<file path="src/rtl/cargador_serie_operandos.sv">
// Bit-serial operand loader: assembles K-bit A/B words from bit pairs and holds them for the
// comparator under a valid/ready handshake. Define CARGADOR_MSB_FIRST_EN for MSB-first arrival.
module cargador_serie_operandos #(
  parameter int unsigned K = 4
) (
  input  logic         clk_i,
  input  logic         rst_ni,
  input  logic         start_i,
  input  logic         abort_i,
  input  logic         in_valid_i,
  input  logic         a_bit_i,
  input  logic         b_bit_i,
  output logic         in_ready_o,
  output logic [K-1:0] a_out_o,
  output logic [K-1:0] b_out_o,
  output logic         out_valid_o,
  input  logic         out_ready_i,
  output logic         busy_o
);

  localparam int unsigned CntW = (K > 1) ? $clog2(K) : 1;
  localparam logic [CntW-1:0] CntLast = CntW'(K - 1);

  typedef enum logic [1:0] {StIdle, StShift, StHold} state_e;

  state_e          state_q, state_d;
  logic [CntW-1:0] cnt_q, cnt_d;
  logic [K-1:0]    sh_a_q, sh_a_d, sh_b_q, sh_b_d;
  logic [K-1:0]    a_out_q, a_out_d, b_out_q, b_out_d;
  logic            out_valid_q, out_valid_d;
  logic [K-1:0]    sh_a_next, sh_b_next;

`ifdef CARGADOR_MSB_FIRST_EN
  assign sh_a_next = {sh_a_q[K-2:0], a_bit_i};
  assign sh_b_next = {sh_b_q[K-2:0], b_bit_i};
`else
  assign sh_a_next = {a_bit_i, sh_a_q[K-1:1]};
  assign sh_b_next = {b_bit_i, sh_b_q[K-1:1]};
`endif

  always_comb begin
    state_d     = state_q;
    cnt_d       = cnt_q;
    sh_a_d      = sh_a_q;
    sh_b_d      = sh_b_q;
    a_out_d     = a_out_q;
    b_out_d     = b_out_q;
    out_valid_d = out_valid_q;
    unique case (state_q)
      StIdle: begin
        if (start_i) begin
          state_d = StShift;
          cnt_d   = '0;
          sh_a_d  = '0;
          sh_b_d  = '0;
        end
      end
      StShift: begin
        // Abort outranks a same-cycle accept, even on the final bit.
        if (abort_i) begin
          state_d = StIdle;
          cnt_d   = '0;
        end else if (in_valid_i) begin
          sh_a_d = sh_a_next;
          sh_b_d = sh_b_next;
          if (cnt_q == CntLast) begin
            a_out_d     = sh_a_next;
            b_out_d     = sh_b_next;
            out_valid_d = 1'b1;
            cnt_d       = '0;
            state_d     = StHold;
          end else begin
            cnt_d = cnt_q + CntW'(1);
          end
        end
      end
      StHold: begin
        if (out_ready_i) begin
          out_valid_d = 1'b0;
          state_d     = StIdle;
        end
      end
      default: state_d = StIdle;
    endcase
  end

  always_ff @(posedge clk_i or negedge rst_ni) begin
    if (!rst_ni) begin
      state_q     <= StIdle;
      cnt_q       <= '0;
      sh_a_q      <= '0;
      sh_b_q      <= '0;
      a_out_q     <= '0;
      b_out_q     <= '0;
      out_valid_q <= 1'b0;
    end else begin
      state_q     <= state_d;
      cnt_q       <= cnt_d;
      sh_a_q      <= sh_a_d;
      sh_b_q      <= sh_b_d;
      a_out_q     <= a_out_d;
      b_out_q     <= b_out_d;
      out_valid_q <= out_valid_d;
    end
  end

  assign in_ready_o  = (state_q == StShift);
  assign busy_o      = (state_q != StIdle);
  assign a_out_o     = a_out_q;
  assign b_out_o     = b_out_q;
  assign out_valid_o = out_valid_q;

endmodule
</file>
<file path="config.mk">
export PLATFORM = sky130hd
export DESIGN_NAME = cargador_serie_operandos
export DESIGN_NICKNAME = d
export VERILOG_FILES = /design/src/rtl/cargador_serie_operandos.sv
export SDC_FILE = /design/constraint.sdc
export NUM_CORES = 1
export LEC_CHECK = 0
export CORE_ASPECT_RATIO = 0.9
export CORE_UTILIZATION = 40
export DETAILED_ROUTE_END_ITERATION = 16
export DONT_BUFFER_PORTS = 1
export GPL_TIMING_DRIVEN = 0
export PLACE_DENSITY = 0.58
export RECOVER_POWER = 50
export SYNTH_ARGS = -nofsm -noshare
export SYNTH_HDL_FRONTEND = slang
export SYNTH_SLANG_ARGS = --single-unit
</file>
<file path="constraint.sdc">
create_clock -name clk_i -period 1.87 [get_ports clk_i]
set_input_delay 0.0935 -clock clk_i [delete_from_list [all_inputs] [get_ports clk_i]]
set_output_delay 0.0935 -clock clk_i [all_outputs]
set_load 0.05 [all_outputs]
</file>
======== Word-level counts from Yosys, hierarchy flattened ========
Index checks and enable logic that the tools add are counted.
cells by class
  div/mod/pow operators ................... 0
  order comparisons ....................... 0
  muxes and demuxes ....................... 23
  bitwise operators ....................... 1
  multiply operators ...................... 0
  eq/ne operators ......................... 10
  shift-type cells ........................ 0
  $add $sub $neg .......................... 1
  reduce and logical (&&, ||, !) cells .... 9
operators by type and width
  kind                 number
  $mux 4               5
  $mux 2               9
  $pmux 4 s2           2
  $reduce_and 4->1     3
  $ne 2x2->1 const B   4
  $pmux 2 s3           1
  $reduce_bool 2->1    3
  $reduce_and 5->1     1
  $eq 2x2->1 const B   2
  $mux 1               4
  $pmux 2 s2           1
  $ne 3x2->1 const B   1
  $ne 3x3->1 const B   1
  $reduce_and 3->1     1
  $add 2x1->2 const B  1
  $eq 2x1->1 const B   1
  $logic_not 2->1      1
  $ne 2x1->1 const B   1
  $pmux 1 s2           1
  $not 1->1            1
storage, ports and cells
  memories kept ........................... 0
  output and inout bits ................... 11
  input bits .............................. 8
  bits in latches ......................... 0
  ROM bits ................................ 0
  register bits after elaboration ......... 21
  memory bits (writable) .................. 0
  word-level logic and storage cells ...... 51

======== Longest topological paths before layout ========
  word-level depth ........................ 5
  mapped depth ............................ 4
  gate-level depth less buffers ........... 4

======== Worst setup path before layout ========
Ideal clock, no wire load.
  path type ............................... flip-flop to flip-flop
  start point ............................. reg state_q[1]
  end point ............................... reg a_out_q[0], in the netlist a_out_o[0]
  arrival time ............................ 1.196 ns
  slack ................................... 0.549 ns
  library setup time ...................... 0.125 ns
  required time ........................... 1.745 ns
  period minus slack after synthesis ...... 1.321 ns
  cell stages (with the launch flop) ...... 5
  cell sequence ........................... dfrtp_1 -> and4bb_1 -> buf_6 -> nand2_8 -> mux2_4
on the way
  cells in the longest elaborated chain, start to end .. 2
RTL lines
  what                        line  RTL
  start: declaration          26    state_e state_q, state_d;
  start signal: assignment    89    state_q <= StIdle;
  start signal: assignment    97    state_q <= state_d;
  $eq 2x1->1                  49    unique case (state_q)
  $reduce_and 4->1 (no line)  -
  end signal: assignment      101   a_out_q <= a_out_d;
  end: declaration            29    logic [K-1:0] a_out_q, a_out_d, b_out_q, b_out_d;
Every way passes these cells.
A chain may end at the register's enable or synchronous reset.

======== Worst setup path in the final report ========
  start point ............................. reg state_q[0]
  end point ............................... out in_ready_o
on the way
  cells in the longest elaborated chain, start to end .. 1
RTL lines
  what              line  RTL
  $eq 2x1->1        107   assign in_ready_o = (state_q == StShift);
  end: declaration  13    output logic in_ready_o,
Every way passes these cells.

==> impl_metrics.yaml <==
layout:
  n_antenna_cell: 0
  multiInputGateArea_um2: 338
  area_delta_synth_final_pct: 13.1
  nFillCells: 186
  drive_gt1_share_pct: 25.0
  instances_no_fill: 89
  utilization_pct: 48.7
  regArea_um2: 475
  fin_nets: 74
worst_setup_path:
  cp.required_ns: 1.78
  startpoint_type: "flop"
  worstPathArrival_ns: 1.55
  crit_fanout: 5
  endpoint_kind: "output pin"
  critical_path_class: "reg2out"
global_routing:
  gr-total-overflow: 0
  grt_pass1_vias: 525
  antenna_found_initial: 0
  grt_pass1_wl_mm: 2.33
  grt_max_degree: 20
  grt_usage_pct: 14.6
timing:
  fin_crit_sh_pct: 87.7
  setup_viol: 0
  whs_ns: 0.0256
  fmax_ghz: 0.610
  period_minus_slack_ns: 1.64
  rsz0062_at_grt: "false"
  worstMarginPinSlew_ns: 0.875
  slew_headroom_pct: 41.5
  hold_viol_final: 0
  timing.final.ws_setup_ns: 0.230
  drv_slew: 0
  finalClockSkew_ns: 0.00534
  tns_ns: 0
clock_network:
  cts_tree: "built"
  htreeDepth: 1
  cts_buffer_depth: 2
  numCtsBuffers: 3
  insertion_delay_ns: 0.30
  ctsHoldBuffers: 5
  cts-root-buf: "clkbuf_4"
  cts_resized: 0
  post_cts_buffers: 0
  clkSlewWorstSetupHoldPaths_ns: 0.11
  cts.sinks: 19
place:
  numPortBuffers: 0
  gp_congestion: 0.686
  dp_slack_ns: 0.440
  dp_cells: 80
route:
  routed_via_density: 5.43
  dr_total_vias: 483
  post_drt_wl_per_cell_um: 16.0
  drtIter0Drc: 6
  ant_nets: 0
  route.detailed.drc: 0
  dr.pass1.iters: 2
  wl_mm: 1.43
logic_synthesis:
  synthCells: 55
  syn_avg_cell_area_um2: 15.1
  ys_ff_latch: 19
  syn-num-nets: 64
  synth_area_um2: 832
  ys_types: 21
  ys_warn_count: 0
  ys_seq_area_share_pct: 57.1
  synth_top_cell_by_area: "dfrtp_1"
  synth.top_cell.area_share_pct: 57.1
  yosys-top-cells-area: "dfrtp_1 57%, mux2_4 14%, a22o_1 7.4%"
die:
  die-area_um2: 2270
  die_width_um: 50.1
  coreArea_um2: 1930
  initial_utilization_pct: 43.0
  io_pins: 19
  die_y_um: 45.3
  rows: 15
power_and_ir_drop:
  peakVddDrop_uv: 493
  power-per-cell-area_nw_per_um2: 824
  p_leak_uw: 0.000466
job:
  cap_viol_max_count: 0
outcome:
  status: "finished, final reports clean"
min_path:
  min-delay-path-class: "in2reg"
-- state kept, by name, indices dropped and copies added (netlist names) --
signal / cells
b_out_o: 4
cnt_q: 2
out_valid_o: 1
sh_b_q: 3
state_q: 2
sh_a_q: 3
a_out_o: 4
-- power by group --
group	internal (uW)	total (uW)	switching, uW	leakage, uW
clock network	79.7	209	130	0.0000177
logic	39.8	106	65.8	0.000187
registers	431	460	29.8	0.000261
total	550	775	225	0.000466
-- metrics by stage --
stage	cell area [um^2]	total power, uW
floorplan	832	544
global placement	863	556
detailed placement	863	558
CTS	941	785
global route	941	806
finish	941	775
-- critical path, cell delays in order, from the launching register on --
cell and delay [ns]:
dfrtp_1 0.41, inv_1 0.14, nor2_1 0.70
-- cell usage after synthesis (all sizes together) --
library cell	count
o31ai	1
nand2b	1
a21oi	1
inv	2
a32o	1
ha	1
mux2i	1
nor2b	1
a22oi	1
buf	1
dfrtp	19
nor2	2
a22o	7
nand2	3
and4bb	1
mux2	9
o21ai	1
a31oi	2
-- layout make-up --
cell class                 count  share of cell area, %
inverter                       2                  0.798
tap                           25                   3.32
timing repair buffer           5                   5.32
clock buffer                   3                   2.39
sequential                    19                   50.5
buffer                         1                   1.20
multi-input combinational     33                   35.9
clock inverter                 1                  0.532
-- worst paths after layout --
kind	from	to	depth (start not counted)	slack, ns
min in group asynchronous	rst_ni	b_out_o[2]$_DFFE_PN0P_	1	0.32
max in group asynchronous	rst_ni	out_valid_o$_DFFE_PN0P_	1	1.03
max reg2reg	state_q[1]$_DFFE_PN0P_	b_out_o[0]$_DFFE_PN0P_	4	0.44
min	in_valid_i	state_q[0]$_DFFE_PN0P_	3	0.03
min reg2reg	sh_b_q[1]$_DFFE_PN0P_	sh_b_q[1]$_DFFE_PN0P_	1	0.51
max	state_q[0]$_DFFE_PN0P_	in_ready_o	2	0.23
-- cell usage in the layout, fill, tap and decap left out --
master	synthesis	routed
and4bb_1	1	1
buf_6	1	1
nand2b_1	1	1
a31oi_4	1	1
dlygate4sd3_1	0	5
o21ai_0	1	1
mux2_2	1	1
nand2_8	1	1
mux2i_1	1	1
a21oi_1	1	1
a22o_1	7	7
o31ai_1	1	1
a22oi_1	1	1
dfrtp_1	19	19
clkbuf_4	0	3
nor2_1	2	2
ha_1	1	1
a32o_1	1	1
clkinv_2	0	1
inv_1	2	2
mux2_4	8	8
nand2_1	2	2
a31oi_1	1	1
nor2b_1	1	1
-- logic make-up after synthesis --
family                   synth area share (%)
flip-flops                               57.1
AO/OA/AOI/OAI                            14.9
multiplexers                             17.0
AND/OR/NAND/NOR                          7.22
buffers and inverters                    2.26
adder cells (fa/ha/maj)                  1.50
-- routing by layer --
layer / routed length [um] / global-route usage (%)
met3: 94 / 7.07
met4: 14 / 5.14
met5: 0 / 0
met1: 628 / 15.7
met2: 688 / 25.3
No activity file was read; power rests on OpenSTA's default activity.
